File: src/rtl/stos_pkg.sv
// Shared types and constants for the return-address stack (stos_powrotu).
// Optional feature macro: STOS_BLAD_EN (sticky error flag and code).
package stos_pkg;

  // Default frame width; matches the default PC width.
  localparam int STOS_W = 8;

  // One stack frame: interrupt tag plus the stored return address.
  typedef struct packed {
    logic              tag;
    logic [STOS_W-1:0] adres;
  } ramka_t;

  // Error causes, first one wins.
  localparam logic [1:0] BLAD_BRAK          = 2'b00;
  localparam logic [1:0] BLAD_PRZEPELNIENIE = 2'b01;
  localparam logic [1:0] BLAD_NIEDOMIAR     = 2'b10;
  localparam logic [1:0] BLAD_NIEZGODNOSC   = 2'b11;

  // A RETI must pop an interrupt frame and a RET must pop a call frame.
  function automatic logic niezgodnosc(input logic tag, input logic reti);
    return tag != reti;
  endfunction

endpackage

File: src/rtl/stos_pamiec.sv
// Below-top storage of the return stack: GLEB-1 entries of {tag, adres},
// synchronous write, asynchronous read.
module stos_pamiec #(
  parameter int W    = 8,
  parameter int GLEB = 8
) (
  input  logic                                           clk,
  input  logic                                           we,
  input  logic [((GLEB-1) > 1 ? $clog2(GLEB-1) : 1)-1:0] waddr,
  input  logic [W:0]                                     wdata,
  input  logic [((GLEB-1) > 1 ? $clog2(GLEB-1) : 1)-1:0] raddr,
  output logic [W:0]                                     rdata
);

  localparam int GL = GLEB - 1;

  logic [W:0] mem [GL];

  // Write port: the old top sinks into the array on a push.
  always_ff @(posedge clk) begin
    if (we) mem[waddr] <= wdata;
  end

  assign rdata = mem[raddr];

endmodule

File: src/rtl/stos_powrotu.sv
// Hardware return-address stack feeding the PC stack-jump input.
// Top entry lives in flops so the PC can use it in the same cycle as the
// return decode. Optional macro STOS_BLAD_EN adds blad/blad_kod.
module stos_powrotu
  import stos_pkg::*;
#(
  parameter int W    = 8,
  parameter int GLEB = 8
) (
  input  logic                      clk,
  input  logic                      rst,
  input  logic                      ID_rst,
  input  logic                      push_call,
  input  logic                      push_int,
  input  logic [W-1:0]              adres_powrotu,
  input  logic                      pop_ret,
  input  logic                      pop_reti,
  output logic [W-1:0]              adres_skok_pc_stos,
  output logic                      ramka_int,
  output logic                      pusty,
  output logic                      pelny,
  output logic [$clog2(GLEB+1)-1:0] wskaznik
`ifdef STOS_BLAD_EN
  ,
  output logic                      blad,
  output logic [1:0]                blad_kod
`endif
);

  localparam int CW = $clog2(GLEB + 1);
  localparam int AW = (GLEB - 1) > 1 ? $clog2(GLEB - 1) : 1;

  logic [CW-1:0] cnt;
  logic          tos_tag;
  logic [W-1:0]  tos_adres;

  // Interrupt push dominates a simultaneous call push; RETI dominates RET.
  logic push, pop, reti, nowy_tag, empty, full;
  assign push     = push_call | push_int;
  assign nowy_tag = push_int;
  assign pop      = pop_ret | pop_reti;
  assign reti     = pop_reti;
  assign empty    = (cnt == '0);
  assign full     = (cnt == CW'(GLEB));

  logic          mem_we;
  logic [AW-1:0] mem_waddr, mem_raddr;
  logic [W:0]    mem_rd;

  // Only a plain push on a non-empty, non-full stack moves the old top down.
  assign mem_we    = push && !pop && !full && !empty;
  assign mem_waddr = empty ? '0 : AW'(cnt - CW'(1));
  assign mem_raddr = (cnt >= CW'(2)) ? AW'(cnt - CW'(2)) : '0;

  stos_pamiec #(.W(W), .GLEB(GLEB)) u_pamiec (
    .clk   (clk),
    .we    (mem_we),
    .waddr (mem_waddr),
    .wdata ({tos_tag, tos_adres}),
    .raddr (mem_raddr),
    .rdata (mem_rd)
  );

  // Pointer and top-of-stack update: replace-top, push, or pop.
  always_ff @(posedge clk or posedge rst) begin
    if (rst) begin
      cnt       <= '0;
      tos_tag   <= 1'b0;
      tos_adres <= '0;
    end else if (ID_rst) begin
      cnt       <= '0;
      tos_tag   <= 1'b0;
      tos_adres <= '0;
    end else if (push && pop && !empty) begin
      tos_tag   <= nowy_tag;
      tos_adres <= adres_powrotu;
    end else if (push) begin
      if (!full) begin
        tos_tag   <= nowy_tag;
        tos_adres <= adres_powrotu;
        cnt       <= cnt + CW'(1);
      end
    end else if (pop && !empty) begin
      if (cnt >= CW'(2)) begin
        tos_tag   <= mem_rd[W];
        tos_adres <= mem_rd[W-1:0];
      end else begin
        tos_tag   <= 1'b0;
        tos_adres <= '0;
      end
      cnt <= cnt - CW'(1);
    end
  end

`ifdef STOS_BLAD_EN
  logic przepelnienie, niedomiar, zla_ramka;
  assign przepelnienie = push && !pop && full;
  assign niedomiar     = pop && !push && empty;
  assign zla_ramka     = pop && !empty && niezgodnosc(tos_tag, reti);

  // Sticky first-error capture; later errors leave the code alone.
  always_ff @(posedge clk or posedge rst) begin
    if (rst) begin
      blad     <= 1'b0;
      blad_kod <= BLAD_BRAK;
    end else if (ID_rst) begin
      blad     <= 1'b0;
      blad_kod <= BLAD_BRAK;
    end else if (!blad) begin
      if (przepelnienie) begin
        blad     <= 1'b1;
        blad_kod <= BLAD_PRZEPELNIENIE;
      end else if (niedomiar) begin
        blad     <= 1'b1;
        blad_kod <= BLAD_NIEDOMIAR;
      end else if (zla_ramka) begin
        blad     <= 1'b1;
        blad_kod <= BLAD_NIEZGODNOSC;
      end
    end
  end
`endif

  assign adres_skok_pc_stos = tos_adres;
  assign ramka_int          = tos_tag;
  assign pusty              = empty;
  assign pelny              = full;
  assign wskaznik           = cnt;

endmodule

File: config.mk
export PLATFORM = sky130hd
export DESIGN_NAME = stos_powrotu
export DESIGN_NICKNAME = d
export VERILOG_FILES = /design/src/rtl/stos_pkg.sv /design/src/rtl/stos_pamiec.sv /design/src/rtl/stos_powrotu.sv
export SDC_FILE = /design/constraint.sdc
export NUM_CORES = 1
export LEC_CHECK = 0
export ABC_AREA = 1
export ABC_CLOCK_PERIOD_IN_PS = 2810
export CORE_AREA = 2 2 81 83
export DETAILED_ROUTE_END_ITERATION = 12
export DIE_AREA = 0 0 83 85
export DONT_BUFFER_PORTS = 1
export PLACE_DENSITY = 0.73
export SETUP_SLACK_MARGIN = 0.2
export SLEW_MARGIN = 20
export SYNTH_ARGS = -nofsm -noshare
export SYNTH_HDL_FRONTEND = slang
export SYNTH_SLANG_ARGS = --single-unit
File: constraint.sdc
create_clock -name clk -period 2.81 [get_ports clk]
set_input_delay 0.843 -clock clk [delete_from_list [all_inputs] [get_ports clk]]
set_output_delay 0.843 -clock clk [all_outputs]
set_load 0.05 [all_outputs]
==> qor.log, run 1 <==
qor: timing.worst-slew-pin-transition 741 ps
qor: finish.final-seq-area 2220 µm²
qor: timing.setup_total_negative_slack 0 ps
qor: route.antenna_violating_nets_post_route 0
qor: finish.diode_insertion_count_for_antenna_repair 0
qor: finish.most-common-layout-cells 113 x nand2_1, 63 x edfxtp_1, 37 x nand3_1
qor: finish.fin_nets 352
qor: synthesis.synth_fp_nets 341
qor: global_routing.grt_pass1_wl 12.3 mm
qor: job.cap_viol_max_count 0
qor: cts.number_of_buffers_added_to_fix_hold_violations_after_cts 0
qor: finish.multi_input_gate_area 1110 µm²
qor: timing.timing.final.crit_period 2540 ps
qor: global_routing.grt_pass1_vias 2,369
qor: placement.detailedPlacementHpwl 5.13 mm
qor: pwr.share_comb_of_total_power 37.6%
qor: setup_path.worst_path_dominant_cell_family buffers and inverters
qor: pwr.total_leakage_power 1.46 nW
qor: finish.syn2layout_area_growth 13.0%
qor: setup_path.required 1970 ps
qor: placement.placed_cells 396
qor: global_routing.initial_antenna_violation_count 0
qor: pwr.switching_power 0.00162 W
qor: pwr.internal_power 0.00222 W
qor: timing.timing_max_transition_violations_final 0
qor: synthesis.yosysUniqueCellTypes 27
qor: pwr.vdd_ir_max 0.574 mV
qor: synthesis.synth-seq-cells 76
qor: route.dr_total_vias 2,371
qor: synthesis.synth_cells 319
qor: floorplan.boundaryPins 30
qor: setup_path.max_stage_delay 430 ps
qor: setup_path.reg2regPathDepth 7
qor: timing.timing.max_slew.rel_slack 50.6%
qor: cts.cts.path.max_buffers 2
qor: timing.setup_ws 272 ps
qor: setup_path.critical_path.cell_chain inv_4, ha_4, inv_2, nor3_4, buf_6
qor: timing.fmaxAchievable 394 MHz
qor: synthesis.synth_area_per_cell 10.5 µm²
qor: timing.setup_violations 0
qor: floorplan.initial_utilization 54.2%
qor: pwr.power_switching_share 42.2%
qor: finish.final_cell_count_no_fill 412
qor: cts.clock_buffer_count_from_cts 9
qor: cts.clock_latency_reported_for_the_late_side_of_the_worst_skew_pair 350 ps
qor: setup_path.setup_crit_end_kind output port
qor: global_routing.total_congestion_overflow_after_global_routing 0
qor: route.total_wirelength 7.70 mm
qor: route.drt-pass1-iter-count 5
qor: placement.place.port_buffers 0
qor: cts.cts_tree done
qor: placement.routabilityCongestion 0.830
qor: floorplan.fp.coreArea 6200 µm²
qor: floorplan.chipWidth 83 µm
qor: synthesis.synth_edf_count 63
qor: synthesis.synth-seq-area-share 65.9%
qor: setup_path.cp_max_fo 17
qor: setup_path.critical-path-slowest-cell dfrtp_2
qor: cts.cts.reportedPaths.clkPinSlew 70 ps
qor: setup_path.timing_worst_setup_path_type flip-flop to output port
qor: route.post_drt_wl_per_cell 18.7 µm
qor: cts.clock-sinks 76
qor: finish.leading_cell_type_in_the_layout_fill_and_taps_excluded nand2_1
qor: pwr.power.sequential.fraction 41.0%
qor: worst_hold_path.min_path_type input pin to async pin
qor: synthesis.yosysWarnings 0
qor: pwr.share_clk_of_total_power 21.4%
qor: pwr.pwr_density_cell 1010 nW/µm²
qor: placement.setup_slack_placement 455 ps
qor: timing.final_min_period_over_clock_period 90.3%
qor: cts.cts-root-buf clkbuf_8
qor: setup_path.path_buf_inv 3
qor: finish.fin_area 3800 µm²
qor: floorplan.number_of_rows_created_at_floorplan 29
qor: route.drt-vias-per-instance 5.75
qor: timing.grt_setup_unrepaired no
qor: placement.cell_area_after_placement 3590 µm²
qor: timing.timing_hold_violations_final 0
qor: finish.fillers 491
qor: setup_path.number_of_gates_on_the_worst_path_with_buffers_counted 5
qor: floorplan.dieHeight 85 µm
qor: synthesis.synth_flop_cell edfxtp_1
qor: setup_path.crit_start_category flip-flop
qor: global_routing.groute.usage.overall 23.2%
qor: global_routing.grt_max_degree 34
qor: timing.finalClockSkew 5.84 ps
qor: cts.ctsHtreeMaxLevel 3
qor: route.drt-initial-drc-count 223
qor: synthesis.synth.cell_area 3360 µm²
qor: route.drcViolationCount 0
qor: outcome.run_status finished clean
qor: cts.cts_post_setup_buffers_inserted 0
qor: setup_path.crit_arrival 1700 ps
qor: finish.drive_above_1_share 14.0%
qor: synthesis.asyncSetResetFlopFracSynth 17.1%
qor: floorplan.dieArea 7060 µm²
[path summary, 6_finish.rpt]
path | from | to | slack (ps)
worst max register to register | wskaznik[0] | u_pamiec.mem[2][3] | 380
worst max-delay path | wskaznik[1] | pusty | 270
max in group asynchronous | rst | wskaznik[1] | 1970
worst min-delay path | rst | wskaznik[3] | 430
worst min register to register | u_pamiec.mem[6][1] | adres_skok_pc_stos[1] | 630
min in group clk | ID_rst | wskaznik[3] | 550
[Yosys cell counts, types with 6 or more instances]
cell / count / share of area [%]
nor2_1: 11 / 1.2
o21ai_1: 8 / 1.2
buf_2: 9 / 1.3
a21oi_1: 9 / 1.3
nand3_1: 38 / 5.7
ha_1: 7 / 2.6
o21ai_0: 9 / 1.3
inv_1: 15 / 1.7
nand2_1: 113 / 13
edfxtp_1: 63 / 56
dfrtp_1: 13 / 9.7
o211ai_1: 6 / 1.3
[routing by layer]
layer | up-vias | part of all wire (%) | global-route usage, %
met2 | 100 | 49 | 37.4
met1 | 1134 | 41 | 30.6
met5 | - | 0 | 0
met3 | 19 | 7.4 | 5.54
met4 | 0 | 2.1 | 9.84
li1 | 1118 | - | -
[sequential cells by signal, indices dropped and copies added, names as in the netlist]
name,flops
adres_skok_pc_stos,8
ramka_int,1
wskaznik,4
u_pamiec.mem,63
[per-stage QoR]
step,utilization (%),hold slack [ps],power [W]
3_5_place_dp,57.9,629,0.00301
6_report,61.3,434,0.00384
3_3_place_gp,57.9,626,0.00298
2_1_floorplan,-,591,0.00267
4_1_cts,61.1,451,0.00382
5_1_grt,61.3,467,0.00404
[layout make-up]
class                      instances  share of cell area (%)
multi-input combinational        214                    29.2
inverter                          18                    2.27
timing repair buffer              11                    2.60
tap                               77                    2.53
clock buffer                      14                    4.01
clock inverter                     2                   0.987
sequential                        76                    58.4
[logic make-up after synthesis]
| kind of cell | Yosys count | share of synthesized area, % |
|---|---|---|
| and+or+nand+nor | 171 | 21.7 |
| adders and majority gates | 7 | 2.60 |
| DFF | 76 | 65.9 |
| xor gates and xnor gates | 1 | 0.260 |
| AOI/OAI and AO/OA | 35 | 5.95 |
| buffers and inverters | 29 | 3.57 |
[power by group through the flow]
| stage | Sequential, W | Clock, W | Combinational (W) |
|---|---|---|---|
| 4_1_cts | 0.00157 | 0.000817 | 0.00143 |
| 5_1_grt | 0.00159 | 0.000862 | 0.00159 |
| 3_3_place_gp | 0.00159 | 0 | 0.00139 |
| 3_5_place_dp | 0.00160 | 0 | 0.00142 |
| 2_1_floorplan | 0.00163 | 0 | 0.00104 |
| 6_report | 0.00158 | 0.000821 | 0.00144 |
[what timing repair did]
| action | 4_1_cts | 5_1_grt |
|---|---|---|
| gates resized for setup | 2 | 3 |
| setup endpoints to repair | 1 | 3 |
| pin swaps | 1 | 0 |
(Power assumes the default switching activity.)
==> run 2: changes to the inputs <==
CTS_CLUSTER_SIZE = 16   (was unset)
==> results of run 2 <==
No change in the layout: final DEF, timing and power equal those of run 1.
